===== src/rtl/inst_fetch_unit.sv =====
// Instruction fetch front end: reads opcode plus 0-2 operand bytes at PC and
// presents one instruction record to the decode stage over valid/ready.
module inst_fetch_unit #(
    parameter int              ADDR_W   = 16,
    parameter logic [ADDR_W-1:0] RESET_PC = 16'hFFFC
) (
    input  logic              clk,
    input  logic              rst,
    output logic [ADDR_W-1:0] mem_addr,
    output logic              mem_rd_req,
    input  logic              mem_rd_ack,
    input  logic [7:0]        mem_rd_data,
    input  logic              pc_load,
    input  logic [ADDR_W-1:0] pc_load_val,
    output logic              inst_valid,
    input  logic              inst_ready,
    output logic [7:0]        inst_opcode,
    output logic [15:0]       inst_operand,
    output logic [1:0]        inst_len,
    output logic [ADDR_W-1:0] inst_pc,
    output logic [ADDR_W-1:0] pc_out
);

    typedef enum logic [1:0] {FETCH_OP, FETCH_LO, FETCH_HI, HOLD} state_t;

    state_t              state;
    state_t              state_next;
    logic                req_next;
    logic                ack_take;
    logic [ADDR_W-1:0]   pc_inc;

    // Instruction length decoded from the raw opcode byte.
    function automatic logic [1:0] op_len(input logic [7:0] op);
        logic [3:0] hi;
        logic [3:0] lo;
        hi = op[7:4];
        lo = op[3:0];
        if (lo == 4'h8 || lo == 4'hA || op == 8'h00 || op == 8'h40 || op == 8'h60)
            op_len = 2'd1;
        else if (lo >= 4'hC || op == 8'h20 || ((lo == 4'h9 || lo == 4'hB) && hi[0]))
            op_len = 2'd3;
        else
            op_len = 2'd2;
    endfunction

    // An ack only counts while a request is outstanding.
    assign ack_take   = mem_rd_req & mem_rd_ack;
    assign pc_inc     = pc_out + ADDR_W'(1);
    assign mem_addr   = pc_out;
    assign inst_valid = (state == HOLD);

    always_comb begin
        state_next = state;
        case (state)
            FETCH_OP: if (ack_take) state_next = (op_len(mem_rd_data) == 2'd1) ? HOLD : FETCH_LO;
            FETCH_LO: if (ack_take) state_next = (inst_len == 2'd2) ? HOLD : FETCH_HI;
            FETCH_HI: if (ack_take) state_next = HOLD;
            HOLD:     if (inst_ready) state_next = FETCH_OP;
            default:  state_next = FETCH_OP;
        endcase
        if (pc_load)
            state_next = FETCH_OP;
        // Request drops for one cycle after each ack and on a redirect.
        req_next = (state_next != HOLD) && !ack_take && !pc_load;
    end

    always_ff @(posedge clk) begin
        if (!rst)
            state <= FETCH_OP;
        else
            state <= state_next;
    end

    always_ff @(posedge clk) begin
        if (!rst) begin
            pc_out       <= RESET_PC;
            mem_rd_req   <= 1'b0;
            inst_opcode  <= 8'h00;
            inst_operand <= 16'h0000;
            inst_len     <= 2'd1;
            inst_pc      <= RESET_PC;
        end else begin
            mem_rd_req <= req_next;
            if (pc_load) begin
                pc_out <= pc_load_val;
            end else if (ack_take) begin
                pc_out <= pc_inc;
                case (state)
                    FETCH_OP: begin
                        inst_opcode  <= mem_rd_data;
                        inst_pc      <= pc_out;
                        inst_len     <= op_len(mem_rd_data);
                        inst_operand <= 16'h0000;
                    end
                    FETCH_LO: inst_operand[7:0]  <= mem_rd_data;
                    FETCH_HI: inst_operand[15:8] <= mem_rd_data;
                    default: ;
                endcase
            end
        end
    end

endmodule


===== config.mk =====
export PLATFORM = sky130hd
export DESIGN_NAME = inst_fetch_unit
export DESIGN_NICKNAME = d
export VERILOG_FILES = /design/src/rtl/inst_fetch_unit.sv
export SDC_FILE = /design/constraint.sdc
export NUM_CORES = 1
export LEC_CHECK = 0
export BUFFER_PORTS_ARGS = -buffer_cell sky130_fd_sc_hd__buf_2
export CAP_MARGIN = 10
export CORE_MARGIN = 5
export CORE_UTILIZATION = 55
export CTS_BUF_LIST = sky130_fd_sc_hd__clkbuf_2 sky130_fd_sc_hd__clkbuf_4 sky130_fd_sc_hd__clkbuf_8
export DETAILED_ROUTE_END_ITERATION = 12
export HOLD_SLACK_MARGIN = 0.05
export MAX_ROUTING_LAYER = met4
export PLACE_DENSITY = 0.94
export SYNTH_ARGS = -nofsm -noshare
export SYNTH_HDL_FRONTEND = slang
export SYNTH_SLANG_ARGS = --single-unit

===== constraint.sdc =====
create_clock -name clk -period 3.99 [get_ports clk]
set_clock_uncertainty 0.1 [all_clocks]
set_input_delay 0.5985 -clock clk [delete_from_list [all_inputs] [get_ports clk]]
set_output_delay 0.5985 -clock clk [all_outputs]
set_load 0.005 [all_outputs]

==> results of run 1 <==
-- metal layers --
| metal | vias up | routed length, microns |
|---|---|---|
| li1 | 1314 | - |
| met1 | 1249 | 3084 |
| met2 | 140 | 3449 |
| met3 | 17 | 658 |
| met4 | 0 | 125 |
| met5 | - | 0 |
-- power by group --
part / switching [uW] / leakage [uW] / internal [uW]
clock network: 240 / 0.000114 / 362
registers: 24.9 / 0.000497 / 627
logic: 71.2 / 0.000922 / 58.9
total: 336 / 0.00153 / 1050
-- area by class of cell --
| class | instances | area (sq um) |
|---|---|---|
| fillers | 401 | 1588 |
| clock inverters | 5 | 75.07 |
| multi-input cells | 232 | 1330 |
| inverters | 7 | 26.28 |
| well taps | 70 | 87.58 |
| clock buffers | 11 | 138.9 |
| flip-flops and latches | 61 | 1221 |
| repair buffers | 107 | 543.0 |
-- synth_stat cells, types with 2 or more instances --
cell type,number
nand4_1,4
nor4b_1,3
nand2b_1,2
dfxtp_1,61
nor2_1,11
a21boi_0,26
and3b_1,6
o21ai_0,4
o211ai_1,7
a21oi_1,9
buf_4,16
inv_1,7
nand2_1,78
clkbuf_1,16
a311oi_1,5
buf_1,2
nor2b_1,2
nor4_1,6
nor3_1,4
buf_2,5
xnor2_1,6
nand3_1,33
mux2i_1,2
xor2_1,3
and4b_1,3
and2_1,4
-- state kept, by name (all words and copies together), names as in the netlist --
register,flops
inst_opcode,8
inst_operand,16
inst_len,2
mem_rd_req,1
mem_addr,16
inst_pc,16
state,2
-- worst reg2reg max path, delay by kind of cell, from the launching register on --
family                 cells  cell delay (ps)
flip-flops                 1              460
buffers and inverters      1              330
AO/OA/AOI/OAI              1              150
AND/OR/NAND/NOR            3             1230
-- cells by family after synthesis --
group | share of synthesized area [%]
AOI/OAI and AO/OA | 13.90
xor gates and xnor gates | 2.825
adders and majority gates | 0.4484
buffers and inverters | 8.565
DFF | 43.77
muxes | 0.7175
and+or+nand+nor | 29.78
-- worst max path at each step --
| stage | start | end | slack [ps] | depth (start not counted) |
|---|---|---|---|---|
| finish | pc_load | inst_opcode[1] | 1540 | 6 |
| global route | pc_load | inst_opcode[1] | 1290 | 6 |
| CTS | pc_load | inst_opcode[7] | 1570 | 6 |
| detailed placement | pc_load | inst_opcode[7] | 1210 | 6 |
| global placement | pc_load | inst_pc[0] | 1360 | 6 |
| floorplan | mem_rd_ack | inst_pc[11] | 2170 | 7 |
-- per-stage QoR --
stage	utilization (%)	hold slack, ps	cells	setup slack, ps
finish	68.31	360.8	493	1542
global route	68.31	376.2	493	1291
CTS	68.31	365.3	493	1565
detailed placement	64.04	355.7	477	1213
global placement	64.04	349.2	477	1358
floorplan	-	357.5	339	2174
==> out/qor.csv, run 1 <==
metric;value;unit
min_path_type;flop to flop;
clockBufferDepth;2;
vias_per_cell;5.517;
drc;0;
slew_headroom;29.87;%
hp-start;inst_operand[8];
cp_top_family;simple AND/OR/NAND/NOR gates;
fin_crit_sh;61.36;%
drv_cap;0;
top_usage_layer;met2;
peakVddDrop;322.1;uV
setup_violations;0;
grt_first_pass_wirelength;11360;microns
max_stage_delay;660;ps
rr_worst_depth;5;
cts_tree;done;
grt_max_degree;68;
synth-edff-count;0;
r2r_start;state[1];
io_pins;105;
layout_common_cells;buf_2, nand2_1, dfxtp_1;
synthArstFlopShare;0;%
avgSynthCellArea;8.231;sq um
max_freq;408.4;MHz
cts_made_buffers;9;
area_growth;22.65;%
vias;2720;
die_h;81.23;microns
cellLeakagePower;0.001533;uW
required;4150;ps
yosysSeqAreaShare;43.77;%
synth.area.top_cells;dfxtp_1, nand2_1, a21boi_0;
holdPathStages;2;
yosys.area.top_type_share;43.77;%
antenna_found_initial;0;
powerDensity;404.7;nW/um^2
rr_endpoint;inst_opcode[1];
drive_gt1_share;29.79;%
cts.clk_slew.worst_paths;70;ps
nets;448;
synthesis.area;2790;sq um
clkSinkCount;61;
crit_path_start_kind;input pin;
core_area;5010;sq um
start_util;55.69;%
dpl.hpwl;5062;microns
p_total;1385;uW
post-cts-setup-buffers;0;
syn_inst;339;
design_area;3422;sq um
grt_util_met3;7.095;%
path_cells;buf_2, nand4bb_1, nor2_1, buf_4, nand2_1, a21boi_0;
cts-root-buf;clkbuf_8;
tightest_slew;1052;ps
synth_area_leader_cell;dfxtp_1;
routabilityCongestion;0.8971;
critical_path_peak_fanout;35;
crit_path_end_kind;flop;
crit_type;input pin to flop;
die_width;81.23;microns
r2r_slack;1650;ps
grt_pass1_vias;2472;
ant_nets;0;
placed_cell_area;3208;sq um
initialDrtViolationCount;162;
synth_nets;369;
ys_warn_count;0;
io_buffers;104;
finalHoldViolations;0;
hold_end;inst_operand[8];
grt_remaining_overflow;0;
cts_resized;0;
slowest_stage;nor2_1;
wl;7318;microns
rows;26;
fin_tns_setup;0;ps
synth-seq-cells;61;
clkLatencyLatePin;340;ps
yosysUniqueCellTypes;40;
die-area;6598;sq um
rsz0062_at_grt;false;
met1_usage;27.50;%
mostFrequentLayoutCell;buf_2;
status;finished, final reports clean;
drtPass1Iterations;7;
period_needed;2448;ps
n_antenna_cell;0;
wl_per_cell;14.84;microns
final_max_slew_viol_count;0;
ys.flop_type;dfxtp_1;
track_usage;23.16;%
use_met2;36.78;%
path_buf_inv;2;
cp_data_arrival_time;2610;ps
postCtsHoldBufs;0;
h-tree-depth;3;
No activity file was read; power rests on OpenSTA's default activity.
==> run 2: changes to the inputs <==
- CORE_UTILIZATION: 55 -> 51
- PLACE_DENSITY: 0.94 -> 0.88
- clock period: 3.99 -> 2.4 ns (I/O delays scaled with it)
==> out/qor.csv, run 2 (same netlist as run 1, synthesis figures left out) <==
metric;value;unit;change
post-cts-setup-buffers;0;;unchanged
track_usage;22.52;%;-0.63 points
crit_path_start_kind;flop;;
rows;27;;+3.8%
vias_per_cell;5.390;;-2.3%
wl_per_cell;14.60;microns;-1.7%
core_area;5405;sq um;+7.9%
fin_tns_setup;0;ps;unchanged
cts_resized;0;;unchanged
clkSinkCount;61;;unchanged
pre_cts_ws;496.5;ps;-716.3 ps
routabilityCongestion;0.8965;;about the same
period_needed;1947;ps;
cts_made_buffers;9;;unchanged
tightest_slew;593.9;ps;-458.1 ps
powerDensity;665.5;nW/um^2;+64%
n_antenna_cell;0;;unchanged
cts-root-buf;clkbuf_8;;
die-area;7050;sq um;+6.9%
multi_input_area;1330;sq um;unchanged
finalHoldViolations;0;;unchanged
grt_max_degree;35;;-49%
io_pins;105;;unchanged
drtPass1Iterations;4;;-3
peakVddDrop;314.0;uV;-2.5%
rsz0062_at_grt;false;;
drive_gt1_share;30.61;%;+0.82 points
io_buffers;104;;unchanged
grt_remaining_overflow;0;;unchanged
crit_path_start;mem_addr[7];;
grt_first_pass_wirelength;12560;microns;+11%
critical_path_peak_fanout;10;;-71%
clockBufferDepth;2;;unchanged
clkLatencyLatePin;340;ps;about the same
layoutNonFillerInstCount;500;;+1.4%
initialDrtViolationCount;195;;+20%
layout_common_cells;buf_2, nand2_1, dfxtp_1;;
cts.clk_slew.worst_paths;60;ps;about the same
final_max_slew_viol_count;0;;unchanged
area_growth;24.44;%;
fin_crit_sh;81.13;%;
grt_pass1_vias;2659;;+7.6%
slew_headroom;60.33;%;+30 points
crit_type;flop to flop;;
dpl.hpwl;5250;microns;+3.7%
crit_path_end_kind;flop;;
mostFrequentLayoutCell;buf_2;;
setup_violations;0;;unchanged
utilization;64.24;%;-4.1 points
cellLeakagePower;0.001555;uW;+1.4%
die_width;83.97;microns;+3.4%
postCtsHoldBufs;0;;unchanged
nets;453;;+1.1%
cts_tree;done;;
p_total;2311;uW;+67%
vias;2695;;-0.92%
status;finished, final reports clean;;
hp-start;pc_load_val[2];;
nFillCells;457;;+14%
start_util;51.62;%;-4.1 points
cp_data_arrival_time;2120;ps;-490 ps
h-tree-depth;3;;unchanged
ant_nets;0;;unchanged
fin_ws;452.8;ps;-1089 ps
antenna_found_initial;0;;unchanged
drc;0;;unchanged
drv_cap;0;;unchanged
r2r_start;mem_addr[7];;
max_freq;513.6;MHz;
min_path_type;input pin to flop;;
die_h;83.97;microns;+3.4%
wl;7299;microns;-0.26%
place_inst;484;;+1.5%
seqCellArea;1221;sq um;unchanged
required;2570;ps;-1580 ps
## run 2: worst paths after layout
check	slack [ps]	to	cells after the start
worst max-delay path	450	mem_addr[15]	4
worst min-delay path	150	mem_addr[2]	3
worst max register to register	450	mem_addr[15]	4
worst min register to register	360	inst_operand[8]	2
## run 2: final cells by class
class	instances	area share (%)
clock inverter	6	2.486
clock buffer	10	3.964
sequential	61	35.17
timing repair buffer	112	16.72
multi-input combinational	232	38.31
tap	72	2.595
inverter	7	0.7568
## run 2: power breakdown
part           leakage (uW)  total (uW)  internal, uW  switching [uW]
clock              0.000112        1010           610             397
sequential         0.000497        1080          1040            41.9
combinational      0.000945         219           101             118
total               0.00156        2310          1750             556
## run 2: per-stage QoR
stage               cell area (sq um)  hold slack [ps]
floorplan                        2790            357.5
global placement                 3248            348.8
detailed placement               3248            352.1
CTS                              3472            146.7
global route                     3472            158.4
finish                           3472            150.9
## run 2: worst max-delay path, cell delays in order (launching register included)
cell,delay [ps]
dfxtp_1,520
nand4_1,260
or2_2,380
or4_1,460
a31oi_1,150
## run 2: layer usage
layer,up-vias,global-route usage (%),share of wire [%]
met5,-,-,0
li1,1317,-,-
met3,17,7.700,8.4
met2,118,35.21,47
met1,1243,26.64,42
met4,0,8.918,2.0
==> run 3: changes to the inputs <==
- ABC_AREA: unset -> 1
- CORE_UTILIZATION: 51 -> 46
- PLACE_DENSITY: 0.88 -> 0.84
- clock period: 2.4 -> 1.66 ns (I/O delays scaled with it)
==> out/qor.csv, run 3 <==
metric;value;unit;change
status;finished, final reports clean;;
grt_max_degree;33;;-5.7%
area_growth;28.55;%;
p_sw;892.3;uW;+60%
grt_pass1_vias;2842;;+6.9%
rr_worst_depth;7;;+3
yosysSeqAreaShare;43.13;%;-0.64 points
drtPass1Iterations;4;;unchanged
die_width;88.46;microns;+5.3%
grt_remaining_overflow;0;;unchanged
utilization;61.11;%;-3.1 points
mostFrequentLayoutCell;nand2_1;;
cts-root-buf;clkbuf_8;;
synth.area.top_cells;dfxtp_1, nand2_1, a21oi_1;;
crit_path_start_kind;flop;;
setup_violations;0;;unchanged
max_freq;682.4;MHz;+33%
cts.clk_slew.worst_paths;70;ps;about the same
required;1790;ps;-780 ps
synth_area_leader_cell;dfxtp_1;;
track_usage;22.10;%;-0.42 points
crit_path_end_kind;flop;;
nets;520;;+15%
clkLatencyLatePin;340;ps;about the same
rsz0062_at_grt;false;;
n_antenna_cell;0;;unchanged
wl_per_cell;14.12;microns;-3.3%
initialDrtViolationCount;227;;+16%
drive_gt1_share;29.29;%;-1.3 points
synth.most_common_cell;nand2_1;;
syn_inst;387;;+14%
rows;28;;+3.7%
p_seq_share;45.0;%;-2.0 points
final_max_slew_viol_count;0;;unchanged
vias_per_cell;5.142;;-4.6%
slew_headroom;80.69;%;+20 points
cts_made_buffers;9;;unchanged
ys_top_cells_by_count;nand2_1, dfxtp_1, a21oi_1, inv_1, nand3_1;;
fin_crit_sh;88.27;%;+7.1 points
place_inst;546;;+13%
ys_warn_count;0;;unchanged
die-area;7824;sq um;+11%
synth-seq-cells;61;;unchanged
wl;8049;microns;+10%
start_util;47.54;%;-4.1 points
cp_data_arrival_time;1600;ps;-520 ps
ant_nets;0;;unchanged
antenna_found_initial;0;;unchanged
synth-edff-count;0;;unchanged
cellLeakagePower;0.001805;uW;+16%
internal_power;2599;uW;+48%
finalHoldViolations;0;;unchanged
post-cts-setup-buffers;0;;unchanged
switching_share;25.56;%;+1.5 points
drc;0;;unchanged
io_buffers;104;;unchanged
synthArstFlopShare;0;%;unchanged
combinationalPowerShare;13.0;%;+3.5 points
cts_tree;done;;
ys.flop_type;dfxtp_1;;
peakVddDrop;469.2;uV;+49%
period_needed;1465;ps;-481.9 ps
fin_tns_setup;0;ps;unchanged
powerDensity;959.3;nW/um^2;+44%
crit_type;flop to flop;;
routabilityCongestion;0.9396;;+4.8%
min_path_type;input pin to flop;;
die_h;88.46;microns;+5.3%
dpl.hpwl;5969;microns;+14%
synth_nets;417;;+13%
drv_cap;0;;unchanged
core_area;5956;sq um;+10%
layout_common_cells;nand2_1, buf_2, dfxtp_1;;
clockBufferDepth;2;;unchanged
io_pins;105;;unchanged
h-tree-depth;3;;unchanged
yosysUniqueCellTypes;33;;-18%
holdWs;58.95;ps;-91.99 ps
tightest_slew;289.2;ps;-304.7 ps
holdPathStages;2;;-1
layoutNonFillerInstCount;570;;+14%
clkSinkCount;61;;unchanged
clock_power_share;42.1;%;-1.5 points
vias;2931;;+8.8%
avgSynthCellArea;7.316;sq um;-11%
grt_first_pass_wirelength;13160;microns;+4.8%
critical_path_peak_fanout;9;;-1
synthesis.area;2831;sq um;+1.5%
yosys.area.top_type_share;43.13;%;-0.64 points
[run 3: cell type report]
| cell class | count | area, sq um |
|---|---|---|
| Inverter | 33 | 125.1 |
| Clock inverter | 4 | 72.57 |
| Fill cell | 541 | 2316 |
| Timing Repair Buffer | 123 | 695.7 |
| Sequential cell | 61 | 1221 |
| Tap cell | 75 | 93.84 |
| Clock buffer | 12 | 146.4 |
| Multi-Input combinational cell | 262 | 1285 |
[run 3: worst max-delay path, cell delays in order (launching register included)]
cell	delay (ps)
dfxtp_1	490
nand3_1	190
nor2_1	240
nand3_1	120
nand2_1	70
nand2_1	50
nand2_1	50
nand3_1	50
[run 3: power groups by stage]
stage               clock network, uW  logic [uW]  registers (uW)
floorplan                           0         266            1610
global placement                    0         423            1600
detailed placement                  0         432            1600
CTS                              1480         452            1570
global route                     1550         508            1580
finish                           1470         453            1570
[run 3: worst paths after layout]
kind                                      start               to  slack (ps)
worst min-delay path                    pc_load         state[1]          60
worst max-delay path                mem_addr[2]     mem_addr[13]         190
worst max register to register      mem_addr[2]     mem_addr[13]         190
worst min register to register  inst_operand[6]  inst_operand[6]         370
[run 3: per-layer routing]
metal	part of all wire (%)	track usage, %	vias to the layer above	routed length [microns]
met5	0	-	-	0
met4	3.0	9.890	0	238
met1	44	27.77	1341	3511
met2	47	33.92	108	3769
met3	6.6	4.935	21	530
li1	-	-	1461	-
[run 3: what timing repair did]
action                    CTS  global route
hold buffers                8             0
gates resized for setup     0             0
hold endpoints to repair    8             0
[run 3: kinds of logic (layout without fill, tap and decap cells)]
group | count (synthesis) | after routing | synth area share, %
compound gates | 74 | 74 | 15.02
xor+xnor | 5 | 5 | 1.547
fa+ha+maj | 1 | 1 | 0.4418
buf+inv | 64 | 172 | 11.49
flops | 61 | 61 | 43.13
simple gates | 182 | 182 | 28.37
[run 3: through the flow]
stage                     power, uW  worst slack [ps]  cell area (sq um)
after floorplan                1871             257.9               2831
after global placement         2024             244.7               3341
after detailed placement       2034             213.9               3341
after CTS                      3500             204.0               3640
after global routing           3641             61.66               3640
final                          3492             194.7               3640
